**src/rtl/temporizador_bcd.sv**
```systemverilog
// -----------------------------------------------------------------------------
// temporizador_bcd
//
// Microwave countdown timer. Keypad digits are shifted into a three-digit BCD
// cook time (M:SS). While running with the door closed, the time counts down
// once per prescaled tick. The time digits drive the 7-segment decoder
// directly.
//
// Optional feature (macro TEMPORIZADOR_QUICK_START_EN):
//   defined   - Start in IDLE at 0:00 with the door closed loads 0:30 and runs.
//   undefined - Start at 0:00 is ignored.
//
// Parameters:
//   TICK_DIV   clk cycles per countdown second (>= 2)
//   CNT_W      prescaler width, 2**CNT_W >= TICK_DIV
//
// Ports:
//   clk         system clock, rising edge
//   rst_n       asynchronous active-low reset
//   Key         keypad digit (BCD), sampled when KeyValid=1
//   KeyValid    one-cycle key strobe
//   Start       one-cycle start strobe
//   Stop        one-cycle pause/cancel strobe
//   DoorClosed  door level, 1 = closed
//   Minutos     minutes digit 0-9
//   DezenaSeg   tens-of-seconds digit 0-5
//   Segundos    seconds digit 0-9
//   Aquecendo   magnetron enable (RUN and door closed, combinational)
//   Fim         cycle-complete flag (high in DONE)
//   Estado      0 IDLE, 1 RUN, 2 PAUSE, 3 DONE
// -----------------------------------------------------------------------------
module temporizador_bcd #(
  parameter int unsigned TICK_DIV = 50_000_000,
  parameter int unsigned CNT_W    = 26
) (
  input  logic       clk,
  input  logic       rst_n,
  input  logic [3:0] Key,
  input  logic       KeyValid,
  input  logic       Start,
  input  logic       Stop,
  input  logic       DoorClosed,
  output logic [3:0] Minutos,
  output logic [3:0] DezenaSeg,
  output logic [3:0] Segundos,
  output logic       Aquecendo,
  output logic       Fim,
  output logic [1:0] Estado
);

  localparam logic [1:0] S_IDLE  = 2'd0;
  localparam logic [1:0] S_RUN   = 2'd1;
  localparam logic [1:0] S_PAUSE = 2'd2;
  localparam logic [1:0] S_DONE  = 2'd3;

  localparam logic [CNT_W-1:0] TICK_LAST = CNT_W'(TICK_DIV - 1);

  logic [1:0]       state_q, state_d;
  logic [3:0]       min_q, min_d;
  logic [3:0]       dez_q, dez_d;
  logic [3:0]       seg_q, seg_d;
  logic [CNT_W-1:0] presc_q, presc_d;

  logic [3:0] dec_min, dec_dez, dec_seg;
  logic       dec_zero;
  logic       time_zero;
  logic       key_ok;
  logic       tick;

  assign time_zero = (min_q == 4'd0) && (dez_q == 4'd0) && (seg_q == 4'd0);
  assign tick      = (presc_q == TICK_LAST);

  // A key is accepted only if it is a decimal digit and the digit it pushes
  // into the tens-of-seconds position is still a legal 0-5 value.
  assign key_ok = KeyValid && (Key <= 4'd9) && (seg_q <= 4'd5);

  // BCD decrement with borrow. Only used in RUN, where the time is nonzero,
  // so the minutes digit can never underflow.
  // NOTE: every always_comb output gets a default first, so no path leaves a
  // value unassigned and no latch is inferred.
  always_comb begin
    dec_min = min_q;
    dec_dez = dez_q;
    dec_seg = seg_q;
    if (seg_q != 4'd0) begin
      dec_seg = seg_q - 4'd1;
    end else begin
      dec_seg = 4'd9;
      if (dez_q != 4'd0) begin
        dec_dez = dez_q - 4'd1;
      end else begin
        dec_dez = 4'd5;
        dec_min = min_q - 4'd1;
      end
    end
  end

  assign dec_zero = (dec_min == 4'd0) && (dec_dez == 4'd0) && (dec_seg == 4'd0);

  // Next-state logic. Within a state, events are tested in priority order:
  // door open, Stop, Start, KeyValid.
  always_comb begin
    state_d = state_q;
    min_d   = min_q;
    dez_d   = dez_q;
    seg_d   = seg_q;
    presc_d = presc_q;

    case (state_q)
      S_IDLE: begin
        if (Stop) begin
          min_d = 4'd0;
          dez_d = 4'd0;
          seg_d = 4'd0;
        end else if (Start) begin
          // With the door open, Start is simply dropped.
          if (DoorClosed) begin
            if (!time_zero) begin
              state_d = S_RUN;
              presc_d = '0;
            end
`ifdef TEMPORIZADOR_QUICK_START_EN
            else begin
              min_d   = 4'd0;
              dez_d   = 4'd3;
              seg_d   = 4'd0;
              state_d = S_RUN;
              presc_d = '0;
            end
`endif
          end
        end else if (key_ok) begin
          min_d = dez_q;
          dez_d = seg_q;
          seg_d = Key;
        end
      end

      S_RUN: begin
        // Door opening beats a coincident tick: no decrement, prescaler held.
        if (!DoorClosed || Stop) begin
          state_d = S_PAUSE;
        end else if (tick) begin
          presc_d = '0;
          min_d   = dec_min;
          dez_d   = dec_dez;
          seg_d   = dec_seg;
          if (dec_zero) begin
            state_d = S_DONE;
          end
        end else begin
          presc_d = presc_q + CNT_W'(1);
        end
      end

      S_PAUSE: begin
        if (Stop) begin
          state_d = S_IDLE;
          min_d   = 4'd0;
          dez_d   = 4'd0;
          seg_d   = 4'd0;
        end else if (Start && DoorClosed) begin
          state_d = S_RUN;
          presc_d = '0;
        end
      end

      S_DONE: begin
        // The KeyValid that acknowledges completion is consumed here and
        // never reaches the digit shifter.
        if (!DoorClosed || Stop || KeyValid) begin
          state_d = S_IDLE;
        end
      end

      default: begin
        state_d = S_IDLE;
      end
    endcase
  end

  // NOTE: sequential state uses non-blocking assignments so every register
  // samples the pre-edge values regardless of statement order.
  // NOTE: every register here, prescaler included, has a defined reset value
  // so the display and the FSM come up in a known state.
  always_ff @(posedge clk or negedge rst_n) begin
    if (!rst_n) begin
      state_q <= S_IDLE;
      min_q   <= 4'd0;
      dez_q   <= 4'd0;
      seg_q   <= 4'd0;
      presc_q <= '0;
    end else begin
      state_q <= state_d;
      min_q   <= min_d;
      dez_q   <= dez_d;
      seg_q   <= seg_d;
      presc_q <= presc_d;
    end
  end

  assign Minutos   = min_q;
  assign DezenaSeg = dez_q;
  assign Segundos  = seg_q;
  assign Estado    = state_q;
  assign Fim       = (state_q == S_DONE);
  // Combinational so the magnetron drops in the very cycle the door opens.
  assign Aquecendo = (state_q == S_RUN) && DoorClosed;

endmodule
```
**config.mk**
```make
export PLATFORM = sky130hd
export DESIGN_NAME = temporizador_bcd
export DESIGN_NICKNAME = d
export VERILOG_FILES = /design/src/rtl/temporizador_bcd.sv
export SDC_FILE = /design/constraint.sdc
export NUM_CORES = 1
export LEC_CHECK = 0
export ABC_AREA = 1
export BUFFER_PORTS_ARGS = -buffer_cell sky130_fd_sc_hd__buf_2
export CAP_MARGIN = 15
export CORE_UTILIZATION = 25
export CTS_BUF_LIST = sky130_fd_sc_hd__clkbuf_2 sky130_fd_sc_hd__clkbuf_4 sky130_fd_sc_hd__clkbuf_8
export DETAILED_ROUTE_END_ITERATION = 8
export PLACE_DENSITY_LB_ADDON = 0.05
export RECOVER_POWER = 50
export SYNTH_ARGS = -nofsm -noshare
export SYNTH_HDL_FRONTEND = slang
export SYNTH_SLANG_ARGS = --single-unit
```
**constraint.sdc**
```tcl
create_clock -name clk -period 2.5 [get_ports clk]
set_input_delay 0.25 -clock clk [delete_from_list [all_inputs] [get_ports clk]]
set_output_delay 0.25 -clock clk [all_outputs]
set_load 0.01 [all_outputs]
```
==> results.py, run 1 <==
metrics = {
    "min_path": {
        "min_from": "Key[0]",
        "min_path_type": "input port to flip-flop",
    },
    "sta": {
        "slew_headroom_pct": 9.42,
        "setup_tns_ns": 0,
        "hold_violations": 0,
        "setup_viol": 0,
        "clock_skew_ns": 0.00688,
        "timing.fmax_mhz": 467,
        "finalCritPeriodShare_pct": 85.7,
        "drv_slew": 0,
        "worst_slack_ns": 0.357,
        "rsz0062_at_grt": "no",
        "min_period_ns": 2.14,
        "worst_slew_pin_slew_ns": 1.36,
    },
    "logic_synthesis": {
        "yosys.cell_types.count": 42,
        "syn_inst": 395,
        "yosys_warnings": 0,
        "syn-cell-area_sq_um": 2880,
        "synth-seq-cells": 40,
        "syn_area_per_cell_sq_um": 7.29,
        "seq_area_frac_synth_pct": 34.8,
        "syn_nets": 413,
    },
    "cells_and_area": {
        "multi_input_area_sq_um": 1620,
        "layout_common_cells": "92 x nand2_1, 49 x nor2_1, 43 x inv_1",
        "final_common_cell": "nand2_1",
        "antenna_cells": 0,
        "area_growth_pct": 13.0,
        "nFillCells": 1236,
        "seqCellArea_sq_um": 1000,
        "nets": 448,
        "drive_gt1_share_pct": 15.3,
    },
    "die": {
        "die_w_microns": 109,
        "rows": 38,
        "dieArea_sq_um": 12000,
        "start_util_pct": 26.1,
        "core_sq_um": 11000,
        "io_pins": 26,
        "dieHeight_microns": 109,
    },
    "place": {
        "io_buffers": 25,
        "finalWeightedCongestion": 0.786,
        "pre_cts_ws_ns": 0.391,
        "dp_hpwl_mm": 6.35,
    },
    "clock_tree": {
        "cts-resized-gates": 0,
        "post_cts_buffers": 0,
        "clk_latency_ns": 0.30,
        "cts.sinks": 40,
        "htreeDepth": 2,
        "clkTransAtPathRegs_ns": 0.08,
        "cts_tree": "built",
        "cts_root_buf": "clkbuf_8",
        "cts_hold_buf": 1,
        "numCtsBuffers": 5,
        "cts_buffer_depth": 2,
    },
    "power": {
        "power_leakage_nw": 1.42,
        "peakVddDrop_v": 0.000417,
        "cellPowerDensity_nw_per_um2": 1000,
    },
    "worst_setup_path": {
        "critical_path.max_fanout": 18,
        "critPathKind": "flip-flop to flip-flop",
        "cp.arrival_ns": 2.38,
        "startpoint_type": "flip-flop",
        "endpoint_kind": "flip-flop",
        "reg2reg_from": "Estado[0]",
        "crit_required_ns": 2.73,
        "crit_start": "Estado[0]",
    },
    "detailed_routing": {
        "avgViaCountPerCell": 4.57,
        "drc": 0,
        "wl_per_cell_microns": 14.3,
        "drtIter0Drc": 90,
        "drt_pre_antenna_iters": 5,
        "drt_wl_total_mm": 8.19,
        "vias": 2611,
        "final_antenna_net_count": 0,
    },
    "global_routing": {
        "grt_max_degree": 22,
        "antenna_found_initial": 0,
        "grt_util_all_layers_pct": 14.9,
        "grt_first_pass_wirelength_mm": 13.4,
        "overflow": 0,
        "grt_pass1_vias": 2557,
    },
    "outcome": {
        "outcome": "finished clean",
    },
    "job": {
        "maxCapViolations": 0,
    },
}
==> Yosys cell counts (all sizes together) <==
library cell   n  area share [%]
nand2         98              14
nor2          62              10
inv           54             7.2
dfrtp         40              35
nand3         33             6.3
o21ai         26             4.8
nor3          18             3.6
a21oi         12             2.1
nand4          9             2.5
xor2           9             2.7
ha             8             3.5
a22oi          6             1.6
buf            3             1.5
clkbuf         2            0.26
nor4           2            0.43
xnor2          2            0.61
a211oi         1            0.43
a31oi          1            0.22
a32o           1            0.35
a32oi          1            0.30
and3           1            0.39
nand3b         1            0.26
nor3b          1            0.43
o21a           1            0.26
o21bai         1            0.26
o2bb2ai        1            0.30
o31ai          1            0.26
==> area by class of cell <==
cell class	count	share of cell area, %
Inverter	54	6.38
Tap cell	140	5.38
Clock buffer	6	2.54
Clock inverter	2	0.308
Sequential cell	40	30.8
Timing Repair Buffer	33	4.81
Multi-Input combinational cell	296	49.8
==> sequential cells by signal (all words and copies together), names as in the netlist <==
name       cells
presc_q       26
Estado         2
Minutos        4
Segundos       4
DezenaSeg      4
==> where the power goes <==
| group | internal, mW | switching, mW | leakage (nW) | total [mW] |
|---|---|---|---|---|
| clock network | 0.221 | 0.244 | 0.0510 | 0.465 |
| logic | 0.571 | 1.35 | 0.815 | 1.92 |
| registers | 0.750 | 0.127 | 0.550 | 0.877 |
| total | 1.54 | 1.72 | 1.42 | 3.26 |
==> stage by stage <==
stage | util (%) | total power [mW] | cell area [sq um] | cells | hold WS, ns
floorplan | - | 2.39 | 2880 | 395 | -0.0456
global placement | 28.9 | 2.87 | 3180 | 562 | 0.286
detailed placement | 28.9 | 2.85 | 3180 | 562 | 0.274
CTS | 29.8 | 3.34 | 3290 | 571 | 0.250
global route | 29.5 | 3.54 | 3250 | 571 | 0.287
finish | 29.5 | 3.26 | 3250 | 571 | 0.264
==> per-layer routing <==
metal  global-route usage, %  share of wire (%)  vias up
li1                        -                  -     1360
met1                    23.0                 56     1187
met2                    20.4                 39       50
met3                    3.08                3.6       14
met4                    4.19                1.4        0
met5                       0                  0        -
==> path summary, 6_finish.rpt <==
path	cells after the start	slack, ns	end
max	11	0.36	presc_q[14]
max in group asynchronous	3	0.53	presc_q[15]
min reg2reg	2	0.55	presc_q[4]
min in group asynchronous	2	0.78	Minutos[3]
min	5	0.26	Segundos[0]
max reg2reg	11	0.36	presc_q[14]
==> worst max-delay path, stage by stage, from the launching register on <==
cell and delay (ns):
dfrtp_1 0.45, inv_1 0.10, ha_1 0.27, inv_1 0.11, a22oi_1 0.09, nor2_1 0.18
nand2_4 0.18, inv_4 0.24, nand2_1 0.12, o21ai_0 0.16, nand2_1 0.07, nor2_1 0.08
==> cells by family after synthesis <==
logic type	after synthesis	synth area share, %
DFF	40	34.8
AOI/OAI and AO/OA	52	10.8
buffers and inverters	59	8.95
xor gates and xnor gates	11	3.35
adders and majority gates	8	3.48
and+or+nand+nor	225	38.7
Power figures use the tool's default switching activity.
==> run 2, diff against run 1 <==
--- a/config.mk
+++ b/config.mk
@@ -12,7 +12,6 @@
 export CTS_BUF_LIST = sky130_fd_sc_hd__clkbuf_2 sky130_fd_sc_hd__clkbuf_4 sky130_fd_sc_hd__clkbuf_8
 export DETAILED_ROUTE_END_ITERATION = 8
 export PLACE_DENSITY_LB_ADDON = 0.05
-export RECOVER_POWER = 50
 export SYNTH_ARGS = -nofsm -noshare
 export SYNTH_HDL_FRONTEND = slang
 export SYNTH_SLANG_ARGS = --single-unit
==> run 2 against run 1 <==
  * Sequential cell count stayed put
  * First-iteration DRC count is 4.4% higher
  * Sequential power hardly changed
  * Sequential share of layout area is 0.29 points lower
  * Global-route usage stayed put
  * Critical endpoint unchanged
==> results.py, run 2 (synthesis results as in run 1) <==
metrics = {
    "global_routing": {
        "grt_pass1_vias": 2557,
        "grt_max_degree": 22,
        "grt_first_pass_wirelength_mm": 13.4,
        "overflow": 0,
        "antenna_found_initial": 0,
        "grt_util_all_layers_pct": 14.9,
    },
    "power": {
        "peakVddDrop_v": 0.000431,
        "p_total_mw": 3.29,
        "power_leakage_nw": 1.47,
        "cellPowerDensity_nw_per_um2": 1000,
    },
    "cells_and_area": {
        "nets": 448,
        "final_common_cell": "nand2_1",
        "layout_common_cells": "92 x nand2_1, 49 x nor2_1, 43 x inv_1",
        "stdcell_count": 571,
        "regMostFlops": "presc_q",
        "fin_util_pct": 29.8,
        "drive_gt1_share_pct": 18.8,
        "antenna_cells": 0,
        "area_growth_pct": 14.1,
        "largest_register_ffs": 26,
    },
    "clock_tree": {
        "htreeDepth": 2,
        "clkTransAtPathRegs_ns": 0.08,
        "cts.sinks": 40,
        "cts-resized-gates": 0,
        "numCtsBuffers": 5,
        "cts_root_buf": "clkbuf_8",
        "cts_tree": "built",
        "cts_buffer_depth": 2,
        "clk_latency_ns": 0.30,
        "post_cts_buffers": 0,
    },
    "die": {
        "core_sq_um": 11000,
        "dieArea_sq_um": 12000,
        "start_util_pct": 26.1,
        "io_pins": 26,
        "rows": 38,
        "dieHeight_microns": 109,
        "die_w_microns": 109,
    },
    "detailed_routing": {
        "vias": 2626,
        "drtIter0Drc": 94,
        "final_antenna_net_count": 0,
        "drt_pre_antenna_iters": 5,
        "avgViaCountPerCell": 4.60,
        "drt_wl_total_mm": 8.17,
        "drc": 0,
        "wl_per_cell_microns": 14.3,
    },
    "worst_setup_path": {
        "endpoint_kind": "flip-flop",
        "critPathKind": "flip-flop to flip-flop",
        "path_cells": "inv_1, ha_1, inv_1, a22oi_1, nor2_1, nand2_4, inv_4, nand2_1, o21ai_0, nand2_1, nor2_1",
        "cp_slowest_cell": "dfrtp_1",
        "critPathMaxStageDelay_ns": 0.45,
        "critical_path.max_fanout": 18,
        "cp.arrival_ns": 2.36,
        "startpoint_type": "flip-flop",
        "crit_required_ns": 2.73,
    },
    "outcome": {
        "outcome": "finished clean",
    },
    "sta": {
        "slew_headroom_pct": 50.5,
        "timing.fmax_mhz": 469,
        "clock_skew_ns": 0.00706,
        "rsz0062_at_grt": "no",
        "whs_ns": 0.260,
        "finalCritPeriodShare_pct": 85.3,
        "hold_violations": 0,
        "drv_slew": 0,
        "setup_viol": 0,
        "min_period_ns": 2.13,
        "setup_tns_ns": 0,
        "worst_slew_pin_slew_ns": 0.735,
    },
    "job": {
        "maxCapViolations": 0,
    },
    "place": {
        "io_buffers": 25,
        "finalWeightedCongestion": 0.786,
        "dp.cells": 562,
        "dp_hpwl_mm": 6.35,
    },
    "min_path": {
        "min_path_type": "input port to flip-flop",
    },
}
-- run 2: cell types whose count changed in the layout (fill, tap and decap cells not counted) --
cell	change
buf_4	+5
clkbuf_1	-15
clkbuf_2	-1
buf_2	+11
-- run 2: per-stage QoR --
stage	area, sq um	worst slack (ns)
6_report	3290	0.368
5_1_grt	3290	0.189
4_1_cts	3290	0.372
3_5_place_dp	3180	0.391
3_3_place_gp	3180	0.463
2_1_floorplan	2880	0.618
-- run 2: where the power goes --
part	leakage (nW)	total, mW	switching, mW	internal [mW]
sequential	0.550	0.875	0.125	0.750
combinational	0.874	1.95	1.34	0.605
clock	0.0510	0.465	0.244	0.221
total	1.47	3.29	1.71	1.58
-- run 2: final cells by class --
class / instances / area (sq um)
multi-input combinational: 296 / 1620
sequential: 40 / 1000
clock inverter: 2 / 10.0
fill: 1226 / 7740
tap: 140 / 175
timing repair buffer: 33 / 188
inverter: 54 / 208
clock buffer: 6 / 82.6
-- run 2: critical path, delay by kind of cell (launching register included) --
| kind | cells | cell delay (ns) |
|---|---|---|
| and+or+nand+nor | 5 | 0.63 |
| AOI/OAI and AO/OA | 2 | 0.25 |
| adders and majority gates | 1 | 0.27 |
| DFF | 1 | 0.45 |
| buffers and inverters | 3 | 0.45 |
-- run 2: repair_timing --
action | in CTS | in global routing
hold buffers | 1 | 0
endpoints found under the hold margin | 20 | 0
endpoints found under the setup margin | 0 | 0
-- run 2: layer usage --
metal	track usage (%)	routed length, microns
met1	23.0	4530
met2	20.4	3190
met3	3.08	343
met4	4.19	102
met5	0	0
-- run 2: final timing paths --
kind	from	cells past startpoint	endpoint	slack [ns]
worst max-delay path	Estado[0]	11	presc_q[14]	0.37
worst min-delay path	Key[2]	3	Segundos[2]	0.26
worst max register to register	Estado[0]	11	presc_q[14]	0.37
worst min register to register	presc_q[4]	2	presc_q[4]	0.55
max in group asynchronous	rst_n	3	presc_q[15]	1.35
min in group asynchronous	rst_n	2	DezenaSeg[0]	0.47
==> run 3, diff against run 2 <==
--- a/config.mk
+++ b/config.mk
@@ -8,9 +8,10 @@
 export ABC_AREA = 1
 export BUFFER_PORTS_ARGS = -buffer_cell sky130_fd_sc_hd__buf_2
 export CAP_MARGIN = 15
-export CORE_UTILIZATION = 25
+export CORE_UTILIZATION = 34
 export CTS_BUF_LIST = sky130_fd_sc_hd__clkbuf_2 sky130_fd_sc_hd__clkbuf_4 sky130_fd_sc_hd__clkbuf_8
 export DETAILED_ROUTE_END_ITERATION = 8
+export GPL_TIMING_DRIVEN = 0
 export PLACE_DENSITY_LB_ADDON = 0.05
 export SYNTH_ARGS = -nofsm -noshare
 export SYNTH_HDL_FRONTEND = slang
==> constraint.sdc (replaced) <==
create_clock -name clk -period 2 [get_ports clk]
set_input_delay 0.2 -clock clk [delete_from_list [all_inputs] [get_ports clk]]
set_output_delay 0.2 -clock clk [all_outputs]
set_load 0.01 [all_outputs]
==> run 3 against run 2 <==
  * Worst setup slack worse by 0.23 ns
  * Core utilization is 11 points higher
  * Critical path depth is 1 lower
  * Sequential power is 30% higher
  * Clock skew is 0.0027 ns lower
  * First-iteration DRC count is 27% higher
  * Power is 32% higher
  * Maximum frequency is 15% higher
  * Design area is 1.3% higher
  * Clock-buffer cell count stayed put
  * Hold slack worse by 0.21 ns
  * Combinational power is 37% higher
  * Critical path type unchanged
==> results.py, run 3 (synthesis results as in run 1) <==
metrics = {
    "outcome": {
        "outcome": "finished clean",
    },
    "die": {
        "io_pins": 26,
        "dieHeight_microns": 94.0,
        "die_w_microns": 94.0,
        "core_sq_um": 8220,
        "rows": 33,
        "start_util_pct": 35.1,
        "dieArea_sq_um": 8840,
    },
    "sta": {
        "clock_skew_ns": 0.00437,
        "setup_viol": 0,
        "hold_violations": 0,
        "worst_slew_pin_slew_ns": 0.957,
        "min_period_ns": 1.86,
        "slew_headroom_pct": 36.2,
        "timing.fmax_mhz": 538,
        "whs_ns": 0.0537,
        "finalCritPeriodShare_pct": 93.0,
        "setup_tns_ns": 0,
        "drv_slew": 0,
        "worst_slack_ns": 0.140,
    },
    "worst_setup_path": {
        "reg2reg_from": "Estado[1]",
        "crit_start": "Estado[1]",
        "r2r-end": "presc_q[3]",
        "startpoint_type": "flip-flop",
        "critical_path.max_fanout": 7,
        "cp_slowest_cell": "dfrtp_2",
        "cp_num_buf_inv": 3,
        "path_cells": "inv_1, ha_4, inv_4, o21bai_1, nor2_2, nand2_4, nor2_4, buf_4, xor2_1, nor2_1",
        "crit_required_ns": 2.18,
        "reg2reg_slack_ns": 0.14,
        "critPathKind": "flip-flop to flip-flop",
        "crit_family": "simple AND/OR/NAND/NOR gates",
        "cp.arrival_ns": 2.04,
        "endpoint_kind": "flip-flop",
        "reg2regPathDepth": 10,
        "critPathMaxStageDelay_ns": 0.40,
    },
    "clock_tree": {
        "clkTransAtPathRegs_ns": 0.08,
        "clk_latency_ns": 0.29,
        "numCtsBuffers": 5,
        "cts_buffer_depth": 2,
        "htreeDepth": 2,
        "cts.sinks": 40,
        "cts_root_buf": "clkbuf_8",
        "cts_tree": "built",
    },
    "global_routing": {
        "grt_max_degree": 41,
        "overflow": 0,
        "grt_first_pass_wirelength_mm": 12.5,
        "grt_util_all_layers_pct": 18.5,
        "antenna_found_initial": 0,
        "grt_pass1_vias": 2399,
    },
    "place": {
        "dp_hpwl_mm": 5.64,
        "pre_cts_ws_ns": -0.123,
        "dpl_cell_area_sq_um": 3140,
        "finalWeightedCongestion": 0.877,
        "io_buffers": 25,
        "dp.cells": 525,
    },
    "detailed_routing": {
        "drt_pre_antenna_iters": 5,
        "top_layer": "met4",
        "vias": 2639,
        "met3_length_microns": 320,
        "avgViaCountPerCell": 4.90,
        "drtIter0Drc": 119,
        "drt_wl_total_mm": 7.52,
        "wl_per_cell_microns": 14.0,
        "drc": 0,
        "drt-met1-wl_mm": 4.00,
        "final_antenna_net_count": 0,
        "wl_met2_mm": 3.14,
    },
    "cells_and_area": {
        "final_common_cell": "nand2_1",
        "antenna_cells": 0,
        "area_growth_pct": 15.5,
        "nets": 452,
        "drive_gt1_share_pct": 21.9,
        "postLayoutCellArea_sq_um": 3330,
        "regMostFlops": "presc_q",
        "largest_register_ffs": 26,
        "fin_util_pct": 40.5,
        "layout_common_cells": "91 x nand2_1, 48 x nor2_1, 43 x inv_1",
        "stdcell_count": 539,
    },
    "job": {
        "maxCapViolations": 0,
    },
    "power": {
        "peakVddDrop_v": 0.000641,
        "p_total_mw": 4.35,
        "cellPowerDensity_nw_per_um2": 1310,
        "power_leakage_nw": 1.48,
    },
    "min_path": {
        "min_path_type": "input port to asynchronous set/reset pin",
    },
}
==> run 3: changes by cell type in the layout (fill, tap and decap cells not counted), moves of 2 or more <==
cell	before	now
ha_4	0	2
buf_6	0	2
dfrtp_2	0	6
dfrtp_1	40	34
inv_2	9	7
ha_1	8	6
==> run 3: power by group <==
| part | switching [mW] | total (mW) | internal [mW] |
|---|---|---|---|
| Sequential | 0.190 | 1.14 | 0.946 |
| Clock | 0.290 | 0.542 | 0.251 |
| Combinational | 1.72 | 2.68 | 0.955 |
| Total | 2.20 | 4.35 | 2.15 |
==> run 3: how the worst max path moves through the flow <==
stage | endpoint | slack [ns] | depth (start not counted)
floorplan | presc_q[8] | 0.12 | 10
global placement | presc_q[8] | -0.11 | 10
detailed placement | presc_q[14] | -0.12 | 11
CTS | presc_q[8] | 0.04 | 10
global route | presc_q[8] | -0.02 | 10
finish | presc_q[3] | 0.14 | 10
==> run 3: timing repair <==
item,4_1_cts,5_1_grt
hold buffers,0,0
gates resized for setup,4,15
buffers inserted,0,7
pin swaps,1,4
endpoints found under the setup margin,25,32
==> run 3: final cells by class <==
cell class	count	area, sq um
Clock buffer	6	76.3
Buffer	5	51.3
Tap cell	105	131
Inverter	54	215
Timing Repair Buffer	32	178
Multi-Input combinational cell	296	1660
Sequential cell	40	1010
Fill cell	873	4890
Clock inverter	1	5.00
==> run 3: metal layers <==
layer | track usage, % | vias up
li1 | - | 1374
met1 | 29.2 | 1205
met2 | 26.2 | 55
met3 | 2.67 | 5
met4 | 3.72 | 0
met5 | 0 | -
